==> config.mk <==
export PLATFORM = sky130hd
export DESIGN_NAME = approx_err_pipe
export DESIGN_NICKNAME = d
export VERILOG_FILES = /design/src/rtl/approx_err_pipe.sv
export SDC_FILE = /design/constraint.sdc
export NUM_CORES = 1
export LEC_CHECK = 0
export ABC_CLOCK_PERIOD_IN_PS = 800
export CORE_AREA = 2 2 39 41
export CTS_BUF_LIST = sky130_fd_sc_hd__clkbuf_16
export DETAILED_ROUTE_END_ITERATION = 7
export DIE_AREA = 0 0 41 43
export GPL_TIMING_DRIVEN = 0
export PLACE_DENSITY = 0.54
export SYNTH_ARGS = -nofsm -noshare
export SYNTH_HDL_FRONTEND = slang
export SYNTH_SLANG_ARGS = --single-unit
==> constraint.sdc <==
create_clock -name clk_i -period 0.8 [get_ports clk_i]
set_clock_uncertainty 0.2 [all_clocks]
set_input_delay 0.08 -clock clk_i [delete_from_list [all_inputs] [get_ports clk_i]]
set_output_delay 0.08 -clock clk_i [all_outputs]
set_load 0.03 [all_outputs]
==> src/rtl/approx_err_pipe.sv <==
// Delay line that aligns each vector's exact sum with the DUT response Depth cycles later.
//   clk_i   : clock
//   flush_i : synchronous clear of all valid flags
//   valid_i : vector driven this cycle
//   data_i  : vector id and exact sum of that vector
//   valid_o : delayed valid flag
//   data_o  : delayed data
// Depth = 0 is a combinational pass-through.
module approx_err_pipe #(
   parameter int unsigned DataW = 8,
   parameter int unsigned Depth = 1
) (
   input  logic             clk_i,
   input  logic             flush_i,
   input  logic             valid_i,
   input  logic [DataW-1:0] data_i,
   output logic             valid_o,
   output logic [DataW-1:0] data_o
);

   if (Depth == 0) begin : g_bypass
      assign valid_o = valid_i;
      assign data_o  = data_i;
   end else begin : g_pipe
      logic [Depth-1:0] vld_q;
      logic [DataW-1:0] data_q [Depth];

      always_ff @(posedge clk_i) begin
         if (flush_i) begin
            vld_q <= '0;
         end else begin
            vld_q[0] <= valid_i;
            for (int i = 1; i < int'(Depth); i++) begin
               vld_q[i] <= vld_q[i-1];
            end
         end
      end

      // Data needs no clear: it is only consumed alongside a valid flag.
      always_ff @(posedge clk_i) begin
         data_q[0] <= data_i;
         for (int i = 1; i < int'(Depth); i++) begin
            data_q[i] <= data_q[i-1];
         end
      end

      assign valid_o = vld_q[Depth-1];
      assign data_o  = data_q[Depth-1];
   end

endmodule

# Yosys cells after proc, flatten, opt, wreduce, memory -nomap -nowiden
# Memories as Yosys holds them, arrays and structs flattened.
# Index checks and enable logic that the tools add are counted.
dict set report totals {
  ram_bits 8
  memories 1
  out_inout_bits 9
  wordCells 2
  regBits 1
}
# name depth word_bits read_ports rd_clocked_by_memory_dff wr line
set memory_table {}
lappend memory_table {g_pipe.data_q 1 8 1 0 1 26} ;# logic [DataW-1:0] data_q [Depth];

# Logic depth before layout (Yosys ltp)
dict set report logic_depth {
  depth_word 0
  depth_mapped 1
}

# Worst setup path after synthesis
# Ideal clock, no wire load.
dict set report synth_timing {
  path_kind {flip-flop to output port}
  start {memory g_pipe.data_q[0][0]}
  end {output data_o[0]}
  arrival_ns 0.459
  n_path_buf 0
  setup_slack_ns 0.061
  path_stages_with_launch 1
  t_required_ns 0.520
  cell_sequence {dfxtp_1}
}
# element line
set synth_lines {}
lappend synth_lines {{start, declared} 26}
lappend synth_lines {{end, declared} 18} ;# output logic [DataW-1:0] data_o

==> results.md <==
* Worst Setup End Kind: primary output
* Die H at 43 µm
* Power per cell area at 2950 nW/µm²
* Max-cap violations at 0
* Starting Density at 0.140
* Clock Power Share at 0.566
* Pre-antenna DRT Iters at 1
* Fraction of layout cells with a size suffix above 1 at 0.667
* Tcrit/Tclk final at 1.20
* Gr usage total at 0.0706
* HP Class: in -> reg
* Least-Margin Pin Slew at 0.131 ns
* Vias per cell at 3.16
* # DRC at 0
* Crit path DAT at 0.68 ns
* Post-route setup slack at -0.157 ns
* Maximum vdd drop at 1.06 mV
* Violated checks: negative setup slack
* Sw frac at 0.181
* Max incr delay on CP at 0.32 ns
* Max-Slew Margin vs Limit at 0.912
* DR WL/cell at 10.2 µm
* Syn. warnings at 0
* Initial DRC Count at 0
* GPL Wtd Cong at 0.667
* Die width at 41 µm
* Row cnt at 14
* Io pins at 20
* Int Pwr at 1.22 mW
* Max frequency at 1040 MHz
* Core Util, Final at 0.365
* CTS resizes at 72
* Critical path peak fanout at 1
* CTS tree: yes
* Post-synthesis cell count at 10
* Sequential Power Share at 0.330
* Seq cells post-synth at 9
* Part of the Yosys area used for sequential elements at 0.929
* Total setup buffers inserted after CTS at 0
* Crit path launch type: flop
* Comb pwr share at 0.104
* Final instance count without filler cells at 49
* Core ar. at 1380 µm²
* Critical path's slowest cell: dfxtp_2
* Inst Count DP at 45
* Final ANT Viol Nets at 0
* Die area at 1760 µm²
* Routed WL at 500 µm
* Max Slew Vio Count at 0
* Switching pwr at 269 µW
* Port buffer count at 19
* Clock root cell: clkbuf_16
* Avg Inst Size Synth at 19.4 µm²
* Hold-fix buffers at CTS at 0
* Htree depth at 1
* Final Setup Violations at 9
* Syn-to-layout area delta at 161%
* Min Tclk post-route at 0.957 ns
* Clock transition at the registers of the reported paths at 0.04 ns
* LEAKAGE at 0.219 nW
* CTS sink count at 9
* Syn Nets at 21
* Nets@finish at 45
* WP depth at 1
* Post-Synthesis Cell Area at 194 µm²
* Leading cell types in the layout, fill and taps excluded: clkdlybuf4s50_1, dfxtp_2, buf_6
* CP required at 0.52 ns
* Number of global-route vias before repair at 157
* Commonest non-fill, non-tap cell in the layout: clkdlybuf4s50_1
* CP endpoint: data_o[5]
* Critical path class: reg -> out
* CP startpoint: g_pipe.data_q[0][5]
* Unrepaired setup endpoints after global routing: true
* Fin. Hold Viols at 0
* Cell Chain, Critical Path: buf_6
* CP bufs+invs at 1
* Diode count at 0
* Largest net degree at the start of global routing at 6
* CTS Buf Count at 3
* Crit-path leading delay family: flip-flops
* Initial antenna violation count at 0
* Post-synth cell types at 2
* Via count at 155
* Clk buf depth at 2
* Grt total ovfl at 0
* First-pass GRT wire length at 683 µm
* Status: finished, violations left
Yosys cell counts:
library cell	number	area (µm²)
dfxtp_1	9	180
nor2b_4	1	13.8
cells by family (layout without fill, tap and decap cells):
group                  Yosys count  count (layout)  share of synthesized area
buffers and inverters            0              23                          0
and+or+nand+nor                  1               1                     0.0710
DFF                              9               9                      0.929
flip-flops by register name, summed over array words and instances, names as in the netlist:
name / cells
valid_o: 1
g_pipe.data_q: 8
metal layers:
layer,track usage,vias to the layer above,share of wire
li1,-,75,-
met1,0.0882,58,0.50
met2,0.0594,20,0.29
met3,0.0314,2,0.18
met4,0.120,0,0.024
met5,0,-,0
worst min-delay path by stage:
stage,startpoint,depth (start not counted),slack [ns],to
2_1_floorplan,data_i[0],0,-0.09,g_pipe.data_q[0][0]
3_3_place_gp,data_i[1],1,0.34,g_pipe.data_q[0][1]
3_5_place_dp,data_i[1],1,0.33,g_pipe.data_q[0][1]
4_1_cts,data_i[3],1,0.08,g_pipe.data_q[0][3]
5_1_grt,data_i[1],1,0.09,g_pipe.data_q[0][1]
6_report,data_i[3],1,0.09,g_pipe.data_q[0][3]
power groups by stage:
stage                     clock, mW  combinational (mW)  sequential, mW
after floorplan                   0             0.00442           0.538
after global placement            0               0.150           0.489
after detailed placement          0               0.150           0.490
after CTS                     0.865               0.156           0.493
after global routing          0.886               0.162           0.494
final                         0.843               0.154           0.492
through the flow:
step | setup TNS (ns) | hold WS [ns] | worst slack [ns] | instance area (µm²) | total power, mW
2_1_floorplan | 0 | -0.0923 | 0.0607 | 194 | 0.542
3_3_place_gp | -4.05 | 0.341 | -0.436 | 404 | 0.639
3_5_place_dp | -4.16 | 0.332 | -0.459 | 404 | 0.641
4_1_cts | -1.39 | 0.0817 | -0.166 | 505 | 1.51
5_1_grt | -1.48 | 0.0888 | -0.178 | 505 | 1.54
6_report | -1.32 | 0.0866 | -0.157 | 505 | 1.49
layout make-up:
cell class                      instances  area (µm²)
Tap cell                               16        20.0
Timing Repair Buffer                   19         201
Clock buffer                            3        75.1
Multi-Input combinational cell          1        13.8
Sequential cell                         9         191
Clock inverter                          1        3.75
Fill cell                             136         878
Power figures use the tool's default switching activity.
